===== config.mk =====
export PLATFORM = sky130hd
export DESIGN_NAME = shift_req_ctrl
export DESIGN_NICKNAME = d
export VERILOG_FILES = /design/src/rtl/shift_req_ctrl_pkg.sv /design/src/rtl/shift_req_ctrl_rr_arb2.sv /design/src/rtl/shift_req_ctrl.sv
export SDC_FILE = /design/constraint.sdc
export NUM_CORES = 1
export LEC_CHECK = 0
export BUFFER_PORTS_ARGS = -buffer_cell sky130_fd_sc_hd__buf_2
export CORE_MARGIN = 8
export CORE_UTILIZATION = 35
export DETAILED_ROUTE_END_ITERATION = 16
export PLACE_DENSITY_LB_ADDON = 0.05
export SYNTH_ARGS = -nofsm -noshare
export SYNTH_HDL_FRONTEND = slang
export SYNTH_HIERARCHICAL = 1
export SYNTH_SLANG_ARGS = --single-unit

===== constraint.sdc =====
create_clock -name clk -period 1.78 [get_ports clk]
set_input_delay 0.356 -clock clk [delete_from_list [all_inputs] [get_ports clk]]
set_output_delay 0.356 -clock clk [all_outputs]
set_load 0.03 [all_outputs]

===== src/rtl/shift_req_ctrl_pkg.sv =====
// Shared definitions for the barrel-shifter request controller.
package shift_req_ctrl_pkg;

  typedef enum logic [1:0] {
    ST_IDLE  = 2'd0,
    ST_SHIFT = 2'd1,
    ST_DONE  = 2'd2
  } state_t;

  // Shift kind carried in op[2:1]; op[0] selects immediate vs register form.
  typedef enum logic [1:0] {
    SH_LSL = 2'b00,
    SH_LSR = 2'b01,
    SH_ASR = 2'b10,
    SH_ROR = 2'b11
  } shift_kind_t;

  localparam logic PORT0 = 1'b0;
  localparam logic PORT1 = 1'b1;

  // LSL by zero performs no shift, so the shifter carry is meaningless there.
  function automatic logic carry_defined(input logic [2:0] op, input logic [7:0] num);
    return !((shift_kind_t'(op[2:1]) == SH_LSL) && (num == '0));
  endfunction

endpackage


===== src/rtl/shift_req_ctrl_rr_arb2.sv =====
// Two-port round-robin arbiter with a registered priority pointer.
module rr_arb2 #(
  parameter logic RR_INIT = 1'b0
) (
  input  logic       clk,
  input  logic       rst_n,
  input  logic [1:0] valid,
  input  logic       advance,
  output logic [1:0] grant,
  output logic       ptr
);
  import shift_req_ctrl_pkg::*;

  // One-hot grant: the pointer breaks ties, a lone request always wins.
  always_comb begin
    grant = valid;
    if (valid == 2'b11) begin
      grant = (ptr == PORT1) ? 2'b10 : 2'b01;
    end
  end

  // After a grant, priority moves to the port that was not served.
  always_ff @(posedge clk or negedge rst_n) begin
    if (!rst_n) begin
      ptr <= RR_INIT;
    end else if (advance) begin
      ptr <= grant[0] ? PORT1 : PORT0;
    end
  end

endmodule


===== src/rtl/shift_req_ctrl.sv =====
// Sequences shift requests from two requesters onto the shared barrel shifter
// and owns the architectural carry flag.
module shift_req_ctrl #(
  parameter logic RR_INIT = 1'b0,
  parameter logic CF_INIT = 1'b0
) (
  input  logic        clk,
  input  logic        rst_n,
  input  logic        req0_valid,
  input  logic        req1_valid,
  output logic        req0_ready,
  output logic        req1_ready,
  input  logic [31:0] req0_data,
  input  logic [31:0] req1_data,
  input  logic [7:0]  req0_num,
  input  logic [7:0]  req1_num,
  input  logic [2:0]  req0_op,
  input  logic [2:0]  req1_op,
  input  logic        req0_s,
  input  logic        req1_s,
  output logic        resp0_valid,
  output logic        resp1_valid,
  output logic [31:0] resp_data,
  output logic        resp_carry,
  output logic [31:0] sh_data,
  output logic [7:0]  sh_num,
  output logic [2:0]  sh_op,
  output logic        sh_cf,
  input  logic [31:0] sh_out,
  input  logic        sh_carry,
  input  logic        cf_load,
  input  logic        cf_load_val,
  output logic        cf,
  output logic        busy
);
  import shift_req_ctrl_pkg::*;

  state_t     state;
  state_t     state_next;
  logic [1:0] req_valid;
  logic [1:0] grant;
  logic       rr_ptr;
  logic       accept;
  logic       win_id;
  logic       port_id;
  logic       s_lat;

  assign req_valid = {req1_valid, req0_valid};
  // Winner id follows the pointer on contention, otherwise the lone valid port.
  assign win_id    = (req_valid == 2'b11) ? rr_ptr : req_valid[1];

  rr_arb2 #(.RR_INIT(RR_INIT)) u_arb (
    .clk     (clk),
    .rst_n   (rst_n),
    .valid   (req_valid),
    .advance (accept),
    .grant   (grant),
    .ptr     (rr_ptr)
  );

  // State register.
  always_ff @(posedge clk or negedge rst_n) begin
    if (!rst_n) begin
      state <= ST_IDLE;
    end else begin
      state <= state_next;
    end
  end

  // Next state, handshake and response strobes.
  always_comb begin
    state_next  = state;
    accept      = 1'b0;
    req0_ready  = 1'b0;
    req1_ready  = 1'b0;
    resp0_valid = 1'b0;
    resp1_valid = 1'b0;
    busy        = 1'b1;
    unique case (state)
      ST_IDLE: begin
        busy       = 1'b0;
        req0_ready = grant[0];
        req1_ready = grant[1];
        accept     = |req_valid;
        if (accept) state_next = ST_SHIFT;
      end
      ST_SHIFT: begin
        state_next = ST_DONE;
      end
      ST_DONE: begin
        resp0_valid = (port_id == PORT0);
        resp1_valid = (port_id == PORT1);
        state_next  = ST_IDLE;
      end
      default: begin
        state_next = ST_IDLE;
      end
    endcase
  end

  // Operand latch on acceptance, result capture in SHIFT.
  always_ff @(posedge clk or negedge rst_n) begin
    if (!rst_n) begin
      sh_data    <= '0;
      sh_num     <= '0;
      sh_op      <= '0;
      port_id    <= PORT0;
      s_lat      <= 1'b0;
      resp_data  <= '0;
      resp_carry <= 1'b0;
    end else if (accept) begin
      sh_data <= (win_id == PORT1) ? req1_data : req0_data;
      sh_num  <= (win_id == PORT1) ? req1_num  : req0_num;
      sh_op   <= (win_id == PORT1) ? req1_op   : req0_op;
      s_lat   <= (win_id == PORT1) ? req1_s    : req0_s;
      port_id <= win_id;
    end else if (state == ST_SHIFT) begin
      resp_data  <= sh_out;
      resp_carry <= sh_carry;
    end
  end

  // Carry flag: external load wins over the capture-time update.
  always_ff @(posedge clk or negedge rst_n) begin
    if (!rst_n) begin
      cf <= CF_INIT;
    end else if (cf_load) begin
      cf <= cf_load_val;
    end else if ((state == ST_SHIFT) && s_lat && carry_defined(sh_op, sh_num)) begin
      cf <= sh_carry;
    end
  end

  assign sh_cf = cf;

endmodule


# [Yosys cells after proc, flatten, opt, wreduce, memory -nomap -nowiden]
# Index checks and enable logic that the tools add are counted.
[op_classes] eq_ne=4 shift=0 n_mux=18 reduce_logical=10 n_mul=0 n_lt_le_gt_ge=0 n_bitwise=2 div_mod_pow=0 n_addsub=0
[ops] cell="32-bit two-way mux" n=1
[ops] cell="1-bit two-way mux" n=11
[ops] cell="8-bit logical NOT" n=1
[ops] cell="8-bit two-way mux" n=1
[ops] cell="2-bit two-way mux" n=3
[ops] cell="2-bit equality test, second input constant" n=2
[ops] cell="2-bit logical NOT" n=2
[ops] cell="2-bit case mux with 2 select lines" n=1
[ops] cell="1-bit logical AND" n=3
[ops] cell="3-bit two-way mux" n=1
[ops] cell="2-bit by 1-bit equality test with 1-bit output, second input constant" n=1
[ops] cell="2-bit inequality test, second input constant" n=1
[ops] cell="1-bit NOT" n=2
[ops] cell="2-bit AND reduction" n=1
[ops] cell="2-bit nonzero test" n=1
[ops] cell="2-bit OR reduction" n=1
[ops] cell="1-bit logical NOT" n=1
[totals] latch_bits=0 word_cells=44 out_inout_bits=83 inputBits=127 romBits=0 ram_bits=0 reg_bits=82 mem_count=0

# [Depth between registers and ports, before layout]
# Gate-level depths: netlist (run 1).
[logic_depth] ltp_word=6 depth_mapped=7 ltp_nobuf=3

# [Hierarchy]
# Netlist (run 1), hierarchy kept.
[modules_own_cells] module="shift_req_ctrl" seq_area_each_um2=2026.9 instances=1 area_per_inst_um2=3793.6 cells_per_inst=349
[modules_own_cells] module="rr_arb2" seq_area_each_um2=25.0 instances=1 area_per_inst_um2=62.6 cells_per_inst=5

# [Least setup slack after synthesis (run 1)]
# OpenSTA, ideal clock, no wires.
[synth_timing] kind="register to output" startpoint="register state[1]" endpoint="output req0_ready" required_ps=1424 stages_incl_launch_ff=5 arrival_time_ps=1327 setup_slack_ps=97 n_path_buf=2 cell_sequence="dfrtp_1 > nor2_1 > buf_2 > clkbuf_1 > and2_1"
[synth_between] elab_chain_cells=2
[synth_lines] item="from (decl)" line_no="shift_req_ctrl.sv:38" text="state_t state;"
[synth_lines] item="from (signal assigned)" line_no="shift_req_ctrl.sv:66" text="state <= state_next;"
[synth_lines] item="2-bit logical NOT" line_no="shift_req_ctrl.sv:79" text="unique case (state)"
[synth_lines] item="1-bit two-way mux" line_no="shift_req_ctrl.sv:79"
[synth_lines] item="to (decl)" line_no="shift_req_ctrl.sv:11" text="output logic req0_ready,"
# No other way between the ends.

# [Final worst setup path (run 1)]
[layout_timing] startpoint="register state[1]" endpoint="output resp0_valid"
[layout_between] elab_chain_cells=2
[layout_lines] item="2-bit equality test" line_no="shift_req_ctrl.sv:79"
[layout_lines] item="1-bit two-way mux" line_no="shift_req_ctrl.sv:79"
[layout_lines] item="to (decl)" line_no="shift_req_ctrl.sv:21" text="output logic resp0_valid,"
# No other way between the ends.

==> metrics.yaml, run 1 <==
outcome: "completed"
crit_path_end_kind: "primary output"
leakage_nw: 2.42
r2r_slack_ns: 0.23
cts.clk_slew.worst_paths_ns: 0.09
portBuffers: 209
setup_viol_count_final: 0
clock_sinks: 82
min_path_cells: 2
grt_pass1_vias: 3841
worstHoldPathType: "in2reg"
reg2reg_depth: 3
cts-root-buf: "clkbuf_8"
wl_um: 12400
boundaryPins: 210
r2r-end: "cf$_DFFE_PN0P_"
hold_path_startpoint: "sh_out[23]"
use_met2_pct: 28.3
ys_seq_area_share_pct: 53.2
initial_utilization_pct: 35.7
path_class: "reg2out"
coreArea_mm2: 0.0108
drc: 0
htreeDepth: 3
drt_iter0_drc: 214
met1_usage_pct: 19.2
max_freq_mhz: 585
mostFrequentLayoutCells: "buf_2, dfrtp_1"
rr_startpoint: "sh_num[5]$_DFFE_PN0P_"
rows: 38
p_per_area_mw_per_mm2: 1990
setup_tns_ns: 0
worstPathMaxFanout: 3
diodes: 0
period_needed_ns: 1.71
mostFrequentLayoutCell: "buf_2"
slew_violations: 0
ys_warn_count: 6
crit_arrival_ns: 1.35
grt_setup_unrepaired: "false"
area_growth_pct: 37.6
worstMarginPinSlew_ns: 0.492
wl_per_cell_um: 17.7
ys_types: 26
ant_nets: 0
grtUsageTotal_pct: 16.7
max_slew_margin_pct: 67.2
cts_made_buffers: 9
syn-num-nets: 481
placed_cells: 680
syn-mean-instance-area_um2: 10.9
clock_skew_ns: 0.0102
antenna_found_initial: 0
die_width_um: 121
fin_cells: 700
cp.required_ns: 1.42
ys_ff_latch: 82
min_to: "resp_data[23]$_DFFE_PN0P_"
min_period_over_period_pct: 96.0
critPathLaunchType: "flop"
busiest_layer: "met2"
synth_cells: 354
grt_first_pass_wirelength_um: 19600
vias: 3523
syn_area_mm2: 0.00386
die-area_mm2: 0.0146
drive_above_1_share_pct: 50.7
routed_via_density: 5.03
die_h_um: 121
clk_path_buf_depth: 2
gp_congestion: 0.803
hold_violations: 0
grt-ovfl-total: 0
fill_cells: 1046
fin_nets: 682
dp_hpwl_um: 9250
drtPass1Iterations: 4
grt_use_met3_pct: 5.54
cap_viol_max_count: 0
clk_latency_ns: 0.35
grt_max_degree: 55
ir_drop_v: 0.000809
cts_tree: "yes"
[cell usage after synthesis]
library cell  number  area, µm²
a21boi_0           1       7.51
a21boi_2           1       11.3
a21oi_1           44        220
a31oi_1           44        275
and2_1             4       25.0
and2b_1            1       7.51
buf_1              2       7.51
buf_2              5       25.0
buf_4              1       7.51
buf_6              7       78.8
clkbuf_1          23       86.3
dfrtp_1           82       2050
inv_1              4       15.0
mux2_2            33        372
mux2_4             1       15.0
mux2i_1            3       30.0
nand3b_1          44        330
nor2_1             1       3.75
nor2b_1            1       6.26
nor3b_1            2       15.0
o21ai_0           44        220
o311ai_1           1       8.76
o32ai_1            1       8.76
or2_1              1       6.26
or2_2              1       6.26
or4_1              2       15.0
[area by class of cell]
cell class	count	area [µm²]	area share, %
clock buffer	10	128	2.41
clock inverter	6	67.6	1.27
inverter	4	15.0	0.283
multi-input combinational	230	1600	30.2
sequential	82	2050	38.7
tap	140	175	3.30
timing repair buffer	228	1260	23.8
[power breakdown]
group	leakage [nW]	internal, W	switching, W
Sequential	0.936	0.00283	0.000538
Combinational	1.39	0.00211	0.00373
Clock	0.0925	0.000651	0.000680
[worst max-delay path, stage by stage (launching register included)]
cell	delay (ns)
dfrtp_2	0.40
buf_4	0.13
nor3b_1	0.23
buf_2	0.25
[cell families after synthesis]
logic type,Yosys count,share of synthesized area [%]
buffers and inverters,42,5.71
AND/OR/NAND/NOR,57,10.8
multiplexers,37,10.8
flip-flops,82,53.2
AO/OA/AOI/OAI,136,19.5
[per-stage QoR]
| step | hold slack, ns | utilization [%] | power (W) | instance area, µm² | setup WS, ns |
|---|---|---|---|---|---|
| finish | 0.231 | 49.2 | 0.0105 | 5310 | 0.0711 |
| CTS | 0.207 | 49.0 | 0.0107 | 5290 | 0.0183 |
| global route | 0.204 | 49.2 | 0.0112 | 5310 | 0.00143 |
| detailed placement | 0.318 | 47.0 | 0.00925 | 5070 | 0.244 |
| global placement | 0.317 | 47.0 | 0.00918 | 5070 | 0.277 |
| floorplan | 0.0604 | - | 0.00739 | 3860 | 0.0966 |
[worst max-delay path by stage]
stage | startpoint | endpoint | slack [ns]
global placement | req1_valid | req1_ready | 0.28
detailed placement | u_arb/ptr$_DFFE_PN0P_ | sh_op[0]$_DFFE_PN0P_ | 0.24
CTS | state[0]$_DFFE_PN0P_ | req0_ready | 0.02
global route | state[1]$_DFFE_PN0P_ | req0_ready | 0.001
floorplan | state[1]$_DFFE_PN0P_ | req0_ready | 0.1
finish | state[1]$_DFFE_PN0P_ | resp0_valid | 0.07
[registers in the layout (all words and copies together) (netlist names)]
signal	flops
state	2
port_id	1
sh_op	3
s_lat	1
sh_data	32
u_arb/ptr	1
resp_carry	1
cf	1
resp_data	32
sh_num	8
[layer usage]
metal,vias to the layer above,share of wire [%]
met3,12,8.2
li1,1704,-
met2,131,48
met5,-,0
met1,1676,42
met4,0,1.6
[what timing repair did]
item | in CTS | in global routing
setup buffers | 2 | 1
pin swaps | 1 | 1
resized for setup | 2 | 3
hold buffers | 1 | 0
hold endpoints to repair | 29 | 0
endpoints found under the setup margin | 1 | 2
Power figures use the tool's default switching activity.
==> run 2, diff against run 1 <==
==> constraint.sdc (replaced) <==
create_clock -name clk -period 2.2 [get_ports clk]
set_input_delay 0.44 -clock clk [delete_from_list [all_inputs] [get_ports clk]]
set_output_delay 0.44 -clock clk [all_outputs]
set_load 0.03 [all_outputs]
==> metrics.yaml, run 2 (same netlist as run 1, synthesis figures left out) <==
outcome: "completed"
clk_latency_ns: 0.36
coreArea_mm2: 0.0108
crit_arrival_ns: 1.52
crit_buf_inv: 2
slowest_stage: "dfrtp_1"
vias: 3517
cap_viol_max_count: 0
wl_per_cell_um: 18.1
min_period_over_period_pct: 89.2
wl_um: 12500
clk_path_buf_depth: 2
clock_skew_ns: 0.0124
drive_above_1_share_pct: 50.1
cts_resized: 0
grt_first_pass_wirelength_um: 19500
reg2reg_depth: 3
htreeDepth: 3
use_met2_pct: 27.1
mostFrequentLayoutCell: "buf_2"
hold_violations: 0
busiest_layer: "met2"
met1_usage_pct: 19.9
cts-root-buf: "clkbuf_8"
cp.required_ns: 1.76
path_cells: "nor2_4 > buf_4 > and2_1 > buf_2"
diodes: 0
die_width_um: 121
fin_cells: 691
design_area_mm2: 0.00522
clock_sinks: 82
post_cts_buffers: 0
grt_max_degree: 90
die-area_mm2: 0.0146
r2r_slack_ns: 0.24
setup_viol_count_final: 0
dpl_cell_area_mm2: 0.00499
rr_startpoint: "u_arb/ptr$_DFFE_PN0P_"
cts_tree: "yes"
timing.hold.ws_ns: 0.105
period_needed_ns: 1.96
slew_violations: 0
grt_pass1_vias: 3794
max_freq_mhz: 509
placed_cells: 675
portBuffers: 209
drt_iter0_drc: 166
dp_hpwl_um: 8910
antenna_found_initial: 0
r2r-end: "sh_num[7]$_DFFE_PN0P_"
rows: 38
grt_use_met3_pct: 5.96
worstPathMaxFanout: 15
ir_drop_v: 0.000759
setup_tns_ns: 0
worstHoldPathType: "in2async"
top_regs: "resp_data x32, sh_data x32, sh_num x8"
leakage_nw: 2.38
critPathMaxStageDelay_ns: 0.46
mostFrequentLayoutCells: "buf_2, dfrtp_1"
grt_setup_unrepaired: "false"
cts.clk_slew.worst_paths_ns: 0.09
area_growth_pct: 35.4
crit_path_end_kind: "primary output"
initial_utilization_pct: 35.7
grtUsageTotal_pct: 16.7
p_per_area_mw_per_mm2: 1630
fin_nets: 673
routed_via_density: 5.09
drtPass1Iterations: 5
crit_family: "flip-flops"
cts_hold_repair.buffers: 0
die_h_um: 121
boundaryPins: 210
path_class: "reg2out"
gp_congestion: 0.807
ant_nets: 0
critPathLaunchType: "flop"
max_slew_margin_pct: 23.6
cts_made_buffers: 9
grt-ovfl-total: 0
drc: 0
worstMarginPinSlew_ns: 1.15
## run 2: cell count changes in the layout (fill, tap and decap cells not counted)
cell / delta
buf_4: -6
buf_12: -3
buf_2: +2
buf_6: -1
bufinv_16: +1
clkbuf_1: -1
clkbuf_8: +1
clkinvlp_4: -1
dfrtp_1: +1
dfrtp_2: -1
dlygate4sd3_1: -1
## run 2: worst max path at each step
stage / start / end / cells past startpoint
global placement: req0_valid / sh_data[22]$_DFFE_PN0P_ / 4
global route: u_arb/ptr$_DFFE_PN0P_ / sh_data[12]$_DFFE_PN0P_ / 3
finish: state[1]$_DFFE_PN0P_ / req1_ready / 4
floorplan: state[1]$_DFFE_PN0P_ / req0_ready / 4
detailed placement: req0_valid / sh_num[7]$_DFFE_PN0P_ / 4
CTS: state[1]$_DFFE_PN0P_ / req1_ready / 4
## run 2: final cells by class
type / count / area [µm²]
Fill cell: 1032 / 5570
Sequential cell: 82 / 2050
Multi-Input combinational cell: 230 / 1600
Timing Repair Buffer: 219 / 1150
Tap cell: 140 / 175
Clock buffer: 10 / 138
Clock inverter: 6 / 90.1
Inverter: 4 / 15.0
## run 2: stage by stage
stage / setup WS [ns] / util [%] / total power, W
5_1_grt: 0.0651 / 48.4 / 0.00907
2_1_floorplan: 0.433 / - / 0.00598
6_report: 0.237 / 48.4 / 0.00852
3_3_place_gp: 0.288 / 46.3 / 0.00732
4_1_cts: 0.210 / 48.4 / 0.00863
3_5_place_dp: 0.216 / 46.3 / 0.00738
## run 2: report_power, final
part,internal (W),switching (W)
registers,0.00229,0.000430
clock network,0.000672,0.000572
logic,0.00157,0.00299
total,0.00453,0.00399
## run 2: worst register-to-register path: cells and delay by family (launching register included)
kind,cells,cell delay [ns]
AOI/OAI and AO/OA,2,0.47
DFF,1,0.42
and+or+nand+nor,1,1.00
## run 2: metal layers
| metal | routed length (µm) | up-vias |
|---|---|---|
| li1 | - | 1694 |
| met3 | 1120 | 14 |
| met2 | 5920 | 149 |
| met1 | 5260 | 1660 |
| met5 | 0 | - |
| met4 | 209 | 0 |
==> run 3, diff against run 2 <==
--- a/config.mk
+++ b/config.mk
@@ -6,6 +6,8 @@
 export NUM_CORES = 1
 export LEC_CHECK = 0
 export BUFFER_PORTS_ARGS = -buffer_cell sky130_fd_sc_hd__buf_2
+export CELL_PAD_IN_SITES_DETAIL_PLACEMENT = 1
+export CELL_PAD_IN_SITES_GLOBAL_PLACEMENT = 1
 export CORE_MARGIN = 8
 export CORE_UTILIZATION = 35
 export DETAILED_ROUTE_END_ITERATION = 16
==> metrics.yaml, run 3 (same netlist as run 1, synthesis figures left out) <==
outcome: "completed"
clock_sinks: 82
area_growth_pct: 35.3
critPathLaunchType: "flop"
max_freq_mhz: 527
reg2reg_depth: 3
setup_tns_ns: 0
drt_iter0_drc: 177
cts.clk_slew.worst_paths_ns: 0.08
slew_violations: 0
drc: 0
max_slew_margin_pct: 49.5
r2r-end: "sh_data[1]$_DFFE_PN0P_"
crit_path_end_kind: "primary output"
mostFrequentLayoutCells: "buf_2, dfrtp_1"
wl_per_cell_um: 19.0
clock_skew_ns: 0.00745
cts_hold_repair.buffers: 0
fin_nets: 676
period_needed_ns: 1.90
worstPathMaxFanout: 12
hold_violations: 0
antenna_found_initial: 0
grt_first_pass_wirelength_um: 21300
drtPass1Iterations: 4
dp_hpwl_um: 9840
p_per_area_mw_per_mm2: 1630
rr_startpoint: "u_arb/ptr$_DFFE_PN0P_"
critPathMaxStageDelay_ns: 0.45
clk_latency_ns: 0.35
post_cts_buffers: 0
gp_congestion: 0.818
top_regs: "resp_data x32, sh_data x32, sh_num x8"
coreArea_mm2: 0.0108
htreeDepth: 3
vias: 3595
grtUsageTotal_pct: 18.2
r2r_slack_ns: 0.50
worstHoldPathType: "in2async"
wl_um: 13200
routed_via_density: 5.18
crit_arrival_ns: 1.46
cts_made_buffers: 9
cp.required_ns: 1.76
boundaryPins: 210
min_period_over_period_pct: 86.3
clk_path_buf_depth: 2
die-area_mm2: 0.0146
postLayoutSetupSlackWorst_ns: 0.301
grt-ovfl-total: 0
ir_drop_v: 0.000707
die_h_um: 121
cap_viol_max_count: 0
mostFrequentLayoutCell: "buf_2"
drive_above_1_share_pct: 50.0
path_class: "reg2out"
path_cells: "nor2_4 > and2_1 > buf_2"
rows: 38
setup_viol_count_final: 0
initial_utilization_pct: 35.7
worstMarginPinSlew_ns: 0.758
ant_nets: 0
die_width_um: 121
portBuffers: 209
grt_setup_unrepaired: "false"
diodes: 0
leakage_nw: 2.38
cts_tree: "yes"
grt_pass1_vias: 4104
cts-root-buf: "clkbuf_8"
pre_cts_ws_ns: 0.189
slowest_stage: "dfrtp_1"
grt_max_degree: 90
run 3: changes by cell type in the layout (fill, tap and decap cells not counted):
cell       before  now
clkinv_4        2    1
clkinv_2        1    2
or2_2           2    1
and2b_2         1    0
buf_4           9   12
or2_1           0    1
bufinv_16       2    1
and2b_4         0    1
and2_2          1    0
and2_1          3    4
inv_6           0    1
run 3: area by class of cell:
cell class / count / area, µm²
flip-flops and latches: 82 / 2050
multi-input cells: 230 / 1600
well taps: 140 / 175
clock buffers: 10 / 138
clock inverters: 6 / 65.1
fillers: 1265 / 5580
repair buffers: 222 / 1170
inverters: 4 / 15.0
run 3: per-stage QoR:
stage	total power (W)	instances	hold slack (ns)	utilization [%]	area, µm²
after global routing	0.00909	694	0.146	48.3	5220
after global placement	0.00735	678	0.483	46.5	5010
after detailed placement	0.00747	678	0.491	46.5	5010
after floorplan	0.00598	354	0.144	-	3860
final	0.00848	694	0.0922	48.3	5220
after CTS	0.00861	694	0.123	48.3	5220
run 3: critical path: cells and delay by family (launching register included):
kind	cells	cell delay, ns
and+or+nand+nor	2	0.46
DFF	1	0.45
buffers and inverters	1	0.19
run 3: power breakdown:
| group | internal, W | switching [W] | leakage (nW) |
|---|---|---|---|
| logic | 0.00159 | 0.00301 | 1.34 |
| clock network | 0.000558 | 0.000568 | 0.103 |
| registers | 0.00229 | 0.000470 | 0.938 |
run 3: per-layer routing:
layer | vias to the layer above | share of wire (%) | track usage, % | wire, µm
met5 | - | 0 | 0 | 0
met3 | 15 | 7.7 | 5.07 | 1010
met1 | 1747 | 41 | 21.2 | 5450
met4 | 0 | 1.8 | 7.34 | 235
li1 | 1694 | - | - | -
met2 | 139 | 49 | 31.0 | 6490
run 3: worst max path at each step:
stage	endpoint	from	slack (ns)	depth (start not counted)
CTS	sh_data[1]$_DFFE_PN0P_	u_arb/ptr$_DFFE_PN0P_	0.23	3
floorplan	req0_ready	state[1]$_DFFE_PN0P_	0.43	4
global route	req1_ready	state[1]$_DFFE_PN0P_	0.22	3
finish	req0_ready	state[1]$_DFFE_PN0P_	0.30	3
global placement	sh_data[4]$_DFFE_PN0P_	req0_valid	0.28	4
detailed placement	sh_data[8]$_DFFE_PN0P_	req0_valid	0.19	4
run 3: what timing repair did:
action | 4_1_cts | 5_1_grt
endpoints found under the hold margin | 0 | 0
setup endpoints to repair | 0 | 1
resized for setup | 0 | 1
